--- src/rtl/seg7_scan_decoder.sv ---
// Recovers the value shown on a multiplexed, active-low 4-digit 7-segment display
// by watching its segment, anode and decimal-point lines.
module seg7_scan_decoder #(
  parameter int SETTLE_CYCLES  = 4,
  parameter int TIMEOUT_CYCLES = 65536
) (
  input  logic        mclk,
  input  logic        rst,
  input  logic [6:0]  seg,
  input  logic [3:0]  an,
  input  logic        dp,
  output logic [15:0] word_out,
  output logic [3:0]  dp_out,
  output logic        word_valid,
  output logic        digit_err,
  output logic        frame_stale
);

  // state    | meaning
  // SETTLING | sample changed recently; waiting for it to hold steady
  // HELD     | current stable sample already accepted once
  typedef enum logic {
    SETTLING = 1'b0,
    HELD     = 1'b1
  } state_t;

  localparam int SW = (SETTLE_CYCLES > 2) ? $clog2(SETTLE_CYCLES) : 1;
  localparam int IW = $clog2(TIMEOUT_CYCLES);
  localparam logic [SW-1:0] SETTLE_LAST = SW'(SETTLE_CYCLES - 1);
  localparam logic [IW-1:0] IDLE_LAST   = IW'(TIMEOUT_CYCLES - 1);

  state_t         state;
  logic [11:0]    samp_q;
  logic [11:0]    prev_q;
  logic [SW-1:0]  settle_q;
  logic [SW-1:0]  settle_nxt;
  logic [IW-1:0]  idle_q;
  logic [15:0]    shadow_q;
  logic [3:0]     sdp_q;
  logic [3:0]     mask_q;

  logic [3:0]     s_an;
  logic [6:0]     s_seg;
  logic           s_dp;
  logic           same;
  logic           one_hot;
  logic [1:0]     slot;
  logic [6:0]     glyph;
  logic           glyph_ok;
  logic [3:0]     glyph_nib;
  logic           accept;
  logic [15:0]    shadow_nxt;
  logic [3:0]     sdp_nxt;
  logic [3:0]     mask_set;

  assign s_an  = samp_q[11:8];
  assign s_seg = samp_q[7:1];
  assign s_dp  = samp_q[0];
  assign same  = (samp_q == prev_q);
  assign glyph = ~s_seg;

  always_comb begin
    settle_nxt = '0;
    if (same) begin
      if (settle_q == SETTLE_LAST) settle_nxt = settle_q;
      else                         settle_nxt = settle_q + 1'b1;
    end
  end

  // Exactly one anode driven low selects a digit; anything else is blanking or ghosting.
  always_comb begin
    one_hot = 1'b1;
    slot    = 2'd0;
    case (s_an)
      4'b1110: slot = 2'd0;
      4'b1101: slot = 2'd1;
      4'b1011: slot = 2'd2;
      4'b0111: slot = 2'd3;
      default: one_hot = 1'b0;
    endcase
  end

  always_comb begin
    glyph_ok  = 1'b1;
    glyph_nib = 4'h0;
    case (glyph)
      7'h3F: glyph_nib = 4'h0;
      7'h06: glyph_nib = 4'h1;
      7'h5B: glyph_nib = 4'h2;
      7'h4F: glyph_nib = 4'h3;
      7'h66: glyph_nib = 4'h4;
      7'h6D: glyph_nib = 4'h5;
      7'h7D: glyph_nib = 4'h6;
      7'h07: glyph_nib = 4'h7;
      7'h7F: glyph_nib = 4'h8;
      7'h6F: glyph_nib = 4'h9;
      7'h77: glyph_nib = 4'hA;
      7'h7C: glyph_nib = 4'hB;
      7'h39: glyph_nib = 4'hC;
      7'h5E: glyph_nib = 4'hD;
      7'h79: glyph_nib = 4'hE;
      7'h71: glyph_nib = 4'hF;
      default: glyph_ok = 1'b0;
    endcase
  end

  // Accept on the edge where the settle count first reaches its terminal value.
  assign accept = (state == SETTLING) && one_hot && (settle_nxt == SETTLE_LAST);

  always_comb begin
    shadow_nxt = shadow_q;
    shadow_nxt[{slot, 2'b00} +: 4] = glyph_nib;
    sdp_nxt = sdp_q;
    sdp_nxt[slot] = ~s_dp;
    mask_set = mask_q | (4'b0001 << slot);
  end

  always_ff @(posedge mclk or posedge rst) begin
    if (rst) begin
      samp_q   <= '1;
      prev_q   <= '1;
      settle_q <= '0;
      state    <= SETTLING;
    end else begin
      samp_q   <= {an, seg, dp};
      prev_q   <= samp_q;
      settle_q <= settle_nxt;
      case (state)
        SETTLING: if (accept) state <= HELD;
        HELD:     if (!same)  state <= SETTLING;
        default:  state <= SETTLING;
      endcase
    end
  end

  // Frame assembly, idle timeout and the registered outputs.
  always_ff @(posedge mclk or posedge rst) begin
    if (rst) begin
      idle_q      <= '0;
      shadow_q    <= '0;
      sdp_q       <= '0;
      mask_q      <= '0;
      word_out    <= '0;
      dp_out      <= '0;
      word_valid  <= 1'b0;
      digit_err   <= 1'b0;
      frame_stale <= 1'b0;
    end else begin
      word_valid <= 1'b0;
      digit_err  <= 1'b0;
      if (accept) begin
        idle_q <= '0;
        if (!glyph_ok) begin
          digit_err <= 1'b1;
        end else begin
          shadow_q <= shadow_nxt;
          sdp_q    <= sdp_nxt;
          if (mask_set == 4'hF) begin
            word_out    <= shadow_nxt;
            dp_out      <= sdp_nxt;
            word_valid  <= 1'b1;
            frame_stale <= 1'b0;
            mask_q      <= '0;
          end else begin
            mask_q <= mask_set;
          end
        end
      end else if (idle_q == IDLE_LAST) begin
        idle_q      <= '0;
        mask_q      <= '0;
        frame_stale <= 1'b1;
      end else begin
        idle_q <= idle_q + 1'b1;
      end
    end
  end

endmodule
--- config.mk ---
export PLATFORM = sky130hd
export DESIGN_NAME = seg7_scan_decoder
export DESIGN_NICKNAME = d
export VERILOG_FILES = /design/src/rtl/seg7_scan_decoder.sv
export SDC_FILE = /design/constraint.sdc
export NUM_CORES = 1
export LEC_CHECK = 0
export CORE_UTILIZATION = 52
export DETAILED_ROUTE_END_ITERATION = 8
export GPL_TIMING_DRIVEN = 0
export HOLD_SLACK_MARGIN = 0.15
export PLACE_DENSITY = 0.8
export SYNTH_ARGS = -nofsm -noshare
export SYNTH_HDL_FRONTEND = slang
export SYNTH_SLANG_ARGS = --single-unit
--- constraint.sdc ---
create_clock -name mclk -period 3.1 [get_ports mclk]
set_clock_uncertainty 0.2 [all_clocks]
set_input_delay 0.62 -clock mclk [delete_from_list [all_inputs] [get_ports mclk]]
set_output_delay 0.62 -clock mclk [all_outputs]
set_load 0.01 [all_outputs]
==> impl_results.md <==
* # IOs at 37
* Clock Tree Buf Depth at 2
* Die Wd at 92.86 um
* Most common cell after layout, fill and taps aside: dfrtp_1
* DP Wirelength at 5.802 mm
* Leading post-synthesis cells by cell area: dfrtp_1 38%, dfstp_2 15%, xor2_1 4.9%
* Met3 Usage GRT at 5.583%
* Max Cap Viol at 0
* Hold worst-path end: prev_q[0]
* Die Area at 8623 um2
* Most frequent cells in the layout: 66 x dfrtp_1, 36 x clkdlybuf4s50_1, 27 x nor2_1
* DRT iter0 DRCs at 134
* Worst setup EP type: flip-flop
* Final instance area at 5074 um2
* GRT met2 Usage at 33.70%
* Clock period minus worst slack at 2.953 ns
* Synth area leader: dfrtp_1
* Gr busiest metal: met2
* Core area at 7848 um2
* Max-slew violations at 0
* Initial core utilization at 54.70%
* Post-synth top area share at 38.47%
* Residual DRC at 0
* Hold_ws at 0.1673 ns
* First-pass GRT wire length at 14.21 mm
* Startpoint Class: flip-flop
* Pin count of the biggest net entering global routing at 41
* Std cell rows at 32
* Worst-Skew Late Latency at 0.36 ns
* Final nets at 436
* Grt total ovfl at 0
* Status: complete, no violations
* CTS sink count at 90
* Met1 usage at 28.61%
* Detailed Routing Iterations Pass 1 at 6
* TritonCTS buffer count at 9
* Cts hold-fix bufs at 0
* Synth unique cells at 64
* CTS tree: built
* Worst Reg-to-Reg Cells at 11
* Initial antenna violation count at 0
* WP data arrival at 3.01 ns
* Period utilization at 95.25%
* Setup tns final at 0 ns
* Die H at 92.86 um
* Crit-path max FO at 10
* Post-Synthesis Cells at 366
* HP Start: samp_q[0]
* Data required, critical path at 3.15 ns
* Layout area overhead at 18.19%
* H-tree lvl count at 3
* Power per cell area at 442.7 nW/um2
* Via count at 2,994
* Asr flop ratio synth at 100.0%
* Post-synthesis instance area at 4293 um2
* Hold/Removal Path Class: reg2reg
* Number of fill cells at 643
* Avg WL per Cell at 15.99 um
* CP Class: reg2reg
* Routability cong. at 0.8095
* Mapped Avg Cell Area at 11.73 um2
* Post-synthesis register bit count at 90
* Peak supply drop at 257.3 uV
* Layout cells sized above 1 at 20.48%
* Most used DFF post-synth: dfrtp_1
* Peak Freq at 338.7 MHz
* Storage cell area at 2282 um2
* Worst hold stages at 0
* Psw at 0.0005272 W
* Post-Route Utilization at 64.65%
* Final setup fails at 0
* Syn nets at 387
* RR Startpoint: samp_q[11]
* Register area share after synthesis at 53.16%
* Slew @ Worst Pin at 0.8454 ns
* # diodes at 0
* Clock transition at path regs at 0.09 ns
* Combinational share of power at 6.8%
* Yosys warning count at 0
* Clock network power share at 38.9%
* Tot Pwr at 0.002246 W
* Rel. slew slack at 42.75%
* PortBufs at 36
* Post-DRT Antenna Nets at 0
* Postcts setup bufs at 0
* Placed inst area at 4825 um2
* EDFF count, synth at 0
* R2R Path End: word_out[10]
* WL final at 8.347 mm
* Reg power frac at 54.3%
* Drt via density at 5.736
* GRT Resource Usage Total at 21.35%
* Final Hold Viols at 0
* Internal power at 0.001719 W
* Leak Pwr at 2.218 nW
* Switching share of power at 23.47%
* Flop2flop setup slack at 0.15 ns
* Multi-input gate area at 1843 um2
* Vias in the first global route at 2,963
* Root Driver: clkbuf_8
-- Yosys cell counts (all sizes together), types with 2 or more instances --
cell type  number
dfstp          24
a21oi           4
dfrtp          66
and3           10
nor2           28
nor4            4
nand2          16
nor3            4
a21boi          4
xor2           24
nand3          22
xnor2           6
or3b            2
o311ai          2
ha              7
mux2i           6
clkbuf          2
buf            14
and3b           2
and4b           2
nand4b          3
o22ai           3
or4             3
a211o           2
o211ai          3
or3             2
nand3b          2
mux2           16
o2111ai         3
o2bb2ai        20
inv            19
nor2b           3
and4            2
a22o            8
or2             2
a31oi           8
and2            2
-- layout make-up --
type / instances / share of cell area (%)
Sequential cell: 90 / 44.98
Inverter: 19 / 1.529
Clock inverter: 6 / 1.776
Timing Repair Buffer: 38 / 7.891
Multi-Input combinational cell: 241 / 36.33
Tap cell: 102 / 2.515
Clock buffer: 10 / 2.515
Buffer: 16 / 2.466
-- routing by layer --
layer	wire (um)	part of all wire, %
met2	4053	49
met4	98	1.2
met1	3945	47
met3	250	3.0
met5	0	0
-- timing repair --
| item | CTS | global route |
|---|---|---|
| resized for setup | 3 | 4 |
| cloned | 0 | 0 |
| endpoints found under the hold margin | 0 | 0 |
| endpoints found under the setup margin | 20 | 20 |
-- cells by family (layout without fill, tap and decap cells) --
family                     Yosys count  in the layout  share of synthesized area, %
AOI/OAI and AO/OA                   67             67                         13.35
xor gates and xnor gates            30             30                         6.121
adders and majority gates            7              7                         2.040
buffers and inverters               35             89                         4.576
DFF                                 90             90                         53.16
muxes                               22             22                         5.946
and+or+nand+nor                    115            115                         14.81
-- critical path, cell delays in order, from the launching register on --
cell,delay (ns)
dfstp_2,0.53
buf_2,0.16
xor2_1,0.21
nand3_2,0.18
inv_1,0.14
ha_1,0.26
o22ai_1,0.16
nor2_4,0.23
and3_1,0.20
buf_6,0.13
buf_12,0.13
mux2_4,0.29
-- power groups by stage --
stage	logic, W	clock network [W]	registers (W)
CTS	0.000151	0.000893	0.00122
floorplan	0.0000992	0	0.00124
finish	0.000152	0.000875	0.00122
detailed placement	0.000150	0	0.00124
global placement	0.000139	0	0.00124
global route	0.000168	0.000945	0.00122
-- state kept, by name, summed over array words and instances (netlist names) --
| name | count |
|---|---|
| digit_err | 1 |
| settle_q | 2 |
| mask_q | 4 |
| word_out | 16 |
| dp_out | 4 |
| prev_q | 12 |
| sdp_q | 4 |
| frame_stale | 1 |
| shadow_q | 16 |
| state | 1 |
| word_valid | 1 |
| idle_q | 16 |
| samp_q | 12 |
-- worst max path at each step --
stage / slack (ns) / from / endpoint / cells past startpoint
detailed placement: -0.27 / samp_q[11] / mask_q[3] / 10
global route: -0.01 / samp_q[11] / word_out[6] / 11
global placement: -0.26 / samp_q[11] / mask_q[3] / 10
floorplan: 0.32 / samp_q[11] / word_out[10] / 11
CTS: 0.02 / samp_q[11] / word_out[10] / 11
finish: 0.15 / samp_q[11] / word_out[10] / 11
-- metrics by stage --
stage / instances / worst slack, ns
after floorplan: 366 / 0.3151
after global placement: 504 / -0.2558
after detailed placement: 506 / -0.2748
after CTS: 522 / 0.01862
after global routing: 522 / -0.01170
final: 522 / 0.1472
Power figures use the tool's default switching activity.
